`src/rtl/crc_frame_ctrl_pkg.sv`:
```
// Shared types and constants for the CRC-8 frame controller and its byte serializer.
package crc_ctrl_pkg;

  localparam int CRC_W     = 8;
  localparam int BIT_CNT_W = 3;

  typedef enum logic [2:0] {
    IDLE,
    SHIFT,
    CAPTURE,
    DONE,
    ABORT
  } state_t;

endpackage

```
`src/rtl/crc_frame_ctrl_if.sv`:
```
// Byte stream into the CRC frame controller: valid/ready handshake with an end-of-frame marker.
interface crc_frame_ctrl_if;
  import crc_ctrl_pkg::*;

  logic [CRC_W-1:0] in_data;
  logic             in_valid;
  logic             in_last;
  logic             in_ready;

  modport master (output in_data, in_valid, in_last, input in_ready);
  modport slave  (input in_data, in_valid, in_last, output in_ready);

endinterface

```
`src/rtl/crc_frame_ctrl_byte_serializer.sv`:
```
// Shift register plus one-deep hold register; turns accepted bytes into an MSB-first bit stream.
module crc_byte_serializer
  import crc_ctrl_pkg::*;
(
  input  logic             clock,
  input  logic             reset,
  input  logic             clear,
  input  logic             load,
  input  logic             push,
  input  logic             advance,
  input  logic [CRC_W-1:0] data,
  output logic             bit_out,
  output logic             last_bit,
  output logic             hold_full
);

  logic [CRC_W-1:0]     shift;
  logic [CRC_W-1:0]     hold;
  logic [BIT_CNT_W-1:0] bit_cnt;

  // NOTE: the data registers are reset too, so an aborted frame can never leak stale bits into the next one.
  always_ff @(posedge clock) begin
    if (!reset || clear) begin
      shift     <= '0;
      hold      <= '0;
      hold_full <= 1'b0;
      bit_cnt   <= '0;
    end else begin
      if (load) begin
        shift   <= data;
        bit_cnt <= '0;
      end else if (advance) begin
        if (last_bit && hold_full) begin
          shift     <= hold;
          bit_cnt   <= '0;
          hold_full <= 1'b0;
        end else begin
          shift   <= shift << 1;
          bit_cnt <= bit_cnt + 1'b1;
        end
      end
      // Push only happens with the hold register empty, so it never races the drain above.
      if (push) begin
        hold      <= data;
        hold_full <= 1'b1;
      end
    end
  end

  assign bit_out  = shift[CRC_W-1];
  assign last_bit = &bit_cnt;

endmodule

```
`src/rtl/crc_frame_ctrl.sv`:
```
// Frame sequencer for a bit-serial CRC-8 engine: feeds bytes MSB first, owns the engine reset,
// captures the final CRC and reports done/match or an aborted frame.
module crc_frame_ctrl
  import crc_ctrl_pkg::*;
#(
  parameter int               MAX_BYTES = 64,
  parameter int               CNT_W     = $clog2(MAX_BYTES + 1),
  parameter logic [CRC_W-1:0] RESIDUE   = 8'h00
) (
  input  logic             clock,
  input  logic             reset,
  crc_frame_ctrl_if.slave  stream,
  output logic             eng_bit,
  output logic             eng_reset,
  input  logic [CRC_W-1:0] eng_crc,
  output logic [CRC_W-1:0] crc_out,
  output logic             crc_ok,
  output logic             done,
  output logic             err,
  output logic             busy,
  output logic [CNT_W-1:0] byte_cnt
);

  localparam logic [CNT_W-1:0] MAX_CNT = CNT_W'(MAX_BYTES);

  state_t state;
  logic   last_seen;
  logic   accept;
  logic   in_idle;
  logic   in_shift;
  logic   ser_bit;
  logic   last_bit;
  logic   hold_full;

  assign in_idle  = (state == IDLE);
  assign in_shift = (state == SHIFT);

  // NOTE: in_ready looks only at hold_full, never at a same-cycle drain, and is forced low while reset is asserted.
  assign stream.in_ready = reset & !hold_full & !last_seen & (in_idle | in_shift);
  assign accept          = stream.in_valid & stream.in_ready;

  assign eng_bit   = in_shift & ser_bit;
  assign eng_reset = !reset | !(in_shift | (state == CAPTURE));
  assign busy      = !in_idle;

  crc_byte_serializer u_serializer (
    .clock     (clock),
    .reset     (reset),
    .clear     (state == ABORT),
    .load      (in_idle & accept),
    .push      (in_shift & accept),
    .advance   (in_shift),
    .data      (stream.in_data),
    .bit_out   (ser_bit),
    .last_bit  (last_bit),
    .hold_full (hold_full)
  );

  // NOTE: every branch reads pre-edge state, byte_cnt and last_seen; non-blocking updates keep that true.
  always_ff @(posedge clock) begin
    if (!reset) begin
      state     <= IDLE;
      last_seen <= 1'b0;
      crc_out   <= '0;
      crc_ok    <= 1'b0;
      done      <= 1'b0;
      err       <= 1'b0;
      byte_cnt  <= '0;
    end else begin
      done <= 1'b0;
      err  <= 1'b0;
      unique case (state)
        IDLE: begin
          if (accept) begin
            state     <= SHIFT;
            byte_cnt  <= CNT_W'(1);
            last_seen <= stream.in_last;
          end
        end
        SHIFT: begin
          if (accept) begin
            byte_cnt  <= byte_cnt + 1'b1;
            last_seen <= last_seen | stream.in_last;
          end
          if (accept && (byte_cnt == MAX_CNT)) begin
            state <= ABORT;
            err   <= 1'b1;
          end else if (last_bit && !hold_full) begin
            if (last_seen) begin
              state <= CAPTURE;
            end else begin
              state <= ABORT;
              err   <= 1'b1;
            end
          end
        end
        CAPTURE: begin
          crc_out <= eng_crc;
          crc_ok  <= (eng_crc == RESIDUE);
          done    <= 1'b1;
          state   <= DONE;
        end
        DONE: begin
          last_seen <= 1'b0;
          state     <= IDLE;
        end
        ABORT: begin
          last_seen <= 1'b0;
          state     <= IDLE;
        end
        default: state <= IDLE;
      endcase
    end
  end

endmodule

```
`src/flat_wrapper.sv`:
```
// flat-port wrapper written by rule: the top's interface ports become plain ports
module crc_frame_ctrl_flat import crc_ctrl_pkg::*;
#(
  parameter int               MAX_BYTES = 64,
  parameter int               CNT_W     = $clog2(MAX_BYTES + 1),
  parameter logic [CRC_W-1:0] RESIDUE   = 8'h00
)
  (clock, reset, eng_bit, eng_reset, eng_crc, crc_out, crc_ok, done, err, busy, byte_cnt, stream_in_data, stream_in_valid, stream_in_last, stream_in_ready);
  crc_frame_ctrl_if stream_i ();
  input  logic clock;
  input  logic reset;
  output logic eng_bit;
  output logic eng_reset;
  input  logic [CRC_W-1:0] eng_crc;
  output logic [CRC_W-1:0] crc_out;
  output logic crc_ok;
  output logic done;
  output logic err;
  output logic busy;
  output logic [CNT_W-1:0] byte_cnt;
  input wire logic [$bits(stream_i.in_data)-1:0] stream_in_data;
  input wire logic [$bits(stream_i.in_valid)-1:0] stream_in_valid;
  input wire logic [$bits(stream_i.in_last)-1:0] stream_in_last;
  output wire logic [$bits(stream_i.in_ready)-1:0] stream_in_ready;
  assign stream_i.in_data = stream_in_data;
  assign stream_i.in_valid = stream_in_valid;
  assign stream_i.in_last = stream_in_last;
  assign stream_in_ready = stream_i.in_ready;
  crc_frame_ctrl #(.MAX_BYTES(MAX_BYTES), .CNT_W(CNT_W), .RESIDUE(RESIDUE)) u_core (.clock(clock), .reset(reset), .stream(stream_i), .eng_bit(eng_bit), .eng_reset(eng_reset), .eng_crc(eng_crc), .crc_out(crc_out), .crc_ok(crc_ok), .done(done), .err(err), .busy(busy), .byte_cnt(byte_cnt));
endmodule
```
`config.mk`:
```
export PLATFORM = sky130hd
export DESIGN_NAME = crc_frame_ctrl_flat
export DESIGN_NICKNAME = d
export VERILOG_FILES = /design/src/rtl/crc_frame_ctrl_pkg.sv /design/src/rtl/crc_frame_ctrl_if.sv /design/src/rtl/crc_frame_ctrl_byte_serializer.sv /design/src/rtl/crc_frame_ctrl.sv /design/src/flat_wrapper.sv
export SDC_FILE = /design/constraint.sdc
export NUM_CORES = 1
export LEC_CHECK = 0
export BUFFER_PORTS_ARGS = -buffer_cell sky130_fd_sc_hd__buf_2
export CAP_MARGIN = 15
export CELL_PAD_IN_SITES_DETAIL_PLACEMENT = 2
export CELL_PAD_IN_SITES_GLOBAL_PLACEMENT = 2
export CORE_ASPECT_RATIO = 0.75
export CORE_MARGIN = 3
export CORE_UTILIZATION = 36
export CTS_BUF_LIST = sky130_fd_sc_hd__clkbuf_8
export CTS_CLUSTER_DIAMETER = 50
export CTS_CLUSTER_SIZE = 30
export DETAILED_ROUTE_END_ITERATION = 8
export PLACE_DENSITY = 0.85
export REMOVE_ABC_BUFFERS = 1
export SLEW_MARGIN = 40
export SYNTH_ARGS = -nofsm -noshare
export SYNTH_HDL_FRONTEND = slang
export SYNTH_SLANG_ARGS = --single-unit
```
`constraint.sdc`:
```
create_clock -name clock -period 2.8 [get_ports clock]
set_clock_uncertainty 0.1 [all_clocks]
set_input_delay 0 -clock clock [delete_from_list [all_inputs] [get_ports clock]]
set_output_delay 0 -clock clock [all_outputs]
set_load 0.05 [all_outputs]
```
==> impl_metrics.csv <==
group,metric,value,unit
outcome,outcome,"finished clean",
clock_network,cts_tree,"done",
finish,areaGrowthSynthToFinish,25.82,%
pwr,p_per_area,521.1,nW/um^2
drt,route.detailed.drc,0,
finish,antenna_cells,0,
sta,rsz0062_at_grt,"false",
die,die_w,93.13,um
run,maxCapViolCount,0,
finish,fin_cells,359,
finish,fin_nets,307,
placement,gp_congestion,0.7699,
yosys,synth_seq_area_share,0.4103,
setup_path,start_kind,"flip-flop",
die,die_y,71.35,um
finish,most-common-layout-cells,"42 x dfxtp_1, 41 x buf_2, 30 x nand2_1",
clock_network,htreeDepth,2,
die,io_pins,42,
clock_network,clock_latency,300,ps
pwr,leakagePower,1.013,nW
sta,setup_ws,503.2,ps
drt,wl,8502,um
yosys,synth.distinct_cells,55,
drt,routedWlPerCell,23.68,um
finish,layout-drive-gt1-share,0.2430,
clock_network,clockRootBuffer,"clkbuf_8",
sta,worstMarginPinSlew,756.0,ps
placement,dp_hpwl,4302,um
global_route,first_global_vias,2284,
die,die_area,6644,um^2
pwr,total_power,1.344,mW
drt,first_pass_iters,4,
global_route,globalRouteOverflowTotal,0,
drt,dr.first_iter.drc_count,97,
placement,placedCellCount,335,
setup_path,arrival,2200,ps
yosys,avgSynthCellArea,8.950,um^2
sta,min_period,2297,ps
clock_network,cts_buffers,5,
clock_network,cts.path.max_buffers,2,
global_route,met1_usage,0.3549,
global_route,gr-usage-met3,0.05037,
setup_path,cp_data_required_time,2700,ps
yosys,yosysWarnings,0,
setup_path,endpoint_kind,"output port",
finish,fin_area,2579,um^2
die,num_rows,23,
global_route,antenna_found_initial,0,
finish,nFillCells,594,
drt,vias_per_cell,5.799,
global_route,grt_max_degree,27,
global_route,top_usage_layer,"met2",
setup_path,worstSetupPathType,"flip-flop to output port",
placement,io_buffers,41,
pwr,peakVddDrop,226.8,uV
sta,drv_slew,0,
drt,ant_nets,0,
placement,place_ws,763.9,ps
sta,maxSlewHeadroom,0.4953,
die,core,5410,um^2
global_route,grt_pass1_wl,13270,um
placement,post_dp_cell_area,2303,um^2
finish,multiInputGateArea,1117,um^2
sta,setup_tns,0,ps
clock_network,clk_pin_slew,80,ps
global_route,track_usage,0.2663,
drt,vias,2082,
sta,max_freq,435.4,MHz
yosys,async_reset_ff_frac,0,
global_route,grt_use_met2,0.4294,
yosys,syn_inst,229,
setup_path,cp_max_fo,25,
sta,period_share,0.8203,
die,start_util,0.3788,
yosys,synth_edf_count,0,
clock_network,cts_setup_buffers,0,
hold_path,hold_class,"primary input to flip-flop",
sta,setup_viol,0,
yosys,synthFlopType,"dfxtp_1",
yosys,ys_ff_latch,42,
yosys,syn_area,2049,um^2
sta,hold_violations,0,
finish,regArea,840.8,um^2
clock_network,numClockSinks,42,
finish,final_common_cell,"dfxtp_1",
layer usage:
layer	vias up	routed length (um)
met5	-	0
met4	0	190
met3	16	387
met2	66	4066
li1	937	-
met1	1063	3857
layout make-up:
type / count / area share
Timing Repair Buffer: 62 / 0.1562
Clock inverter: 3 / 0.01553
Clock buffer: 5 / 0.02669
Sequential cell: 42 / 0.3261
Multi-Input combinational cell: 168 / 0.4333
Inverter: 4 / 0.005822
Tap cell: 75 / 0.03639
synthesized netlist by cell type (all sizes together), types with 2 or more instances:
cell type | count | area share
nor2b | 9 | 0.027
nand3 | 17 | 0.048
a211oi | 3 | 0.011
inv | 4 | 0.0073
dfxtp | 42 | 0.41
a22oi | 7 | 0.026
o21ai | 5 | 0.012
mux2 | 7 | 0.038
nor3 | 3 | 0.0098
nor4 | 3 | 0.0092
or3b | 3 | 0.013
ha | 4 | 0.024
nor2 | 7 | 0.019
a21boi | 4 | 0.015
a21oi | 23 | 0.056
and2 | 2 | 0.0061
buf | 11 | 0.033
and3 | 4 | 0.012
clkbuf | 4 | 0.0073
nor4b | 2 | 0.0085
nand2 | 30 | 0.055
o211a | 2 | 0.0098
nand3b | 2 | 0.0073
nand2b | 3 | 0.0092
mux2i | 8 | 0.039
sequential cells by signal (all words and copies together) (netlist names), 3 cells and up:
signal                       flops
u_core.u_serializer.hold         8
u_core.crc_out                   8
u_core.u_serializer.bit_cnt      3
u_core.state                     3
u_core.u_serializer.shift        8
u_core.byte_cnt                  7
power breakdown:
group          leakage, nW  switching (mW)  total (mW)  internal [mW]
Sequential           0.340          0.0273       0.641          0.614
Combinational        0.615           0.131       0.208         0.0766
Clock               0.0579           0.231       0.494          0.263
Total                 1.01           0.390        1.34          0.953
critical path, stage by stage (launching register included):
cell and delay (ps):
dfxtp_1 820, nor3b_2 320, buf_4 320, and2_1 170, buf_2 250
stage by stage:
stage	hold WS (ps)	util
after floorplan	17.69	-
after global placement	167.8	0.4258
after CTS	28.90	0.4755
final	34.40	0.4766
after global routing	62.69	0.4766
after detailed placement	176.7	0.4258
final timing paths:
kind                                     from                           to  slack, ps  depth (start not counted)
hold reg to reg   u_core.u_serializer.hold[3]  u_core.u_serializer.hold[3]        370                          2
setup reg to reg              u_core.state[0]           u_core.byte_cnt[2]        630                          4
hold / removal                 stream_in_last             u_core.last_seen         30                          4
setup / recovery              u_core.state[0]                      eng_bit        500                          4
repair_timing:
action	CTS	global route
hold endpoints to repair	24	0
hold buffers	16	0
resized for setup	0	0
setup endpoints to repair	0	0
logic make-up after synthesis:
| family | share of synthesized area |
|---|---|
| and+or+nand+nor | 0.2589 |
| AOI/OAI and AO/OA | 0.1770 |
| DFF | 0.4103 |
| buffers and inverters | 0.04761 |
| muxes | 0.07754 |
| adders and majority gates | 0.02442 |
| xor gates and xnor gates | 0.004274 |
No activity file was read; power rests on OpenSTA's default activity.
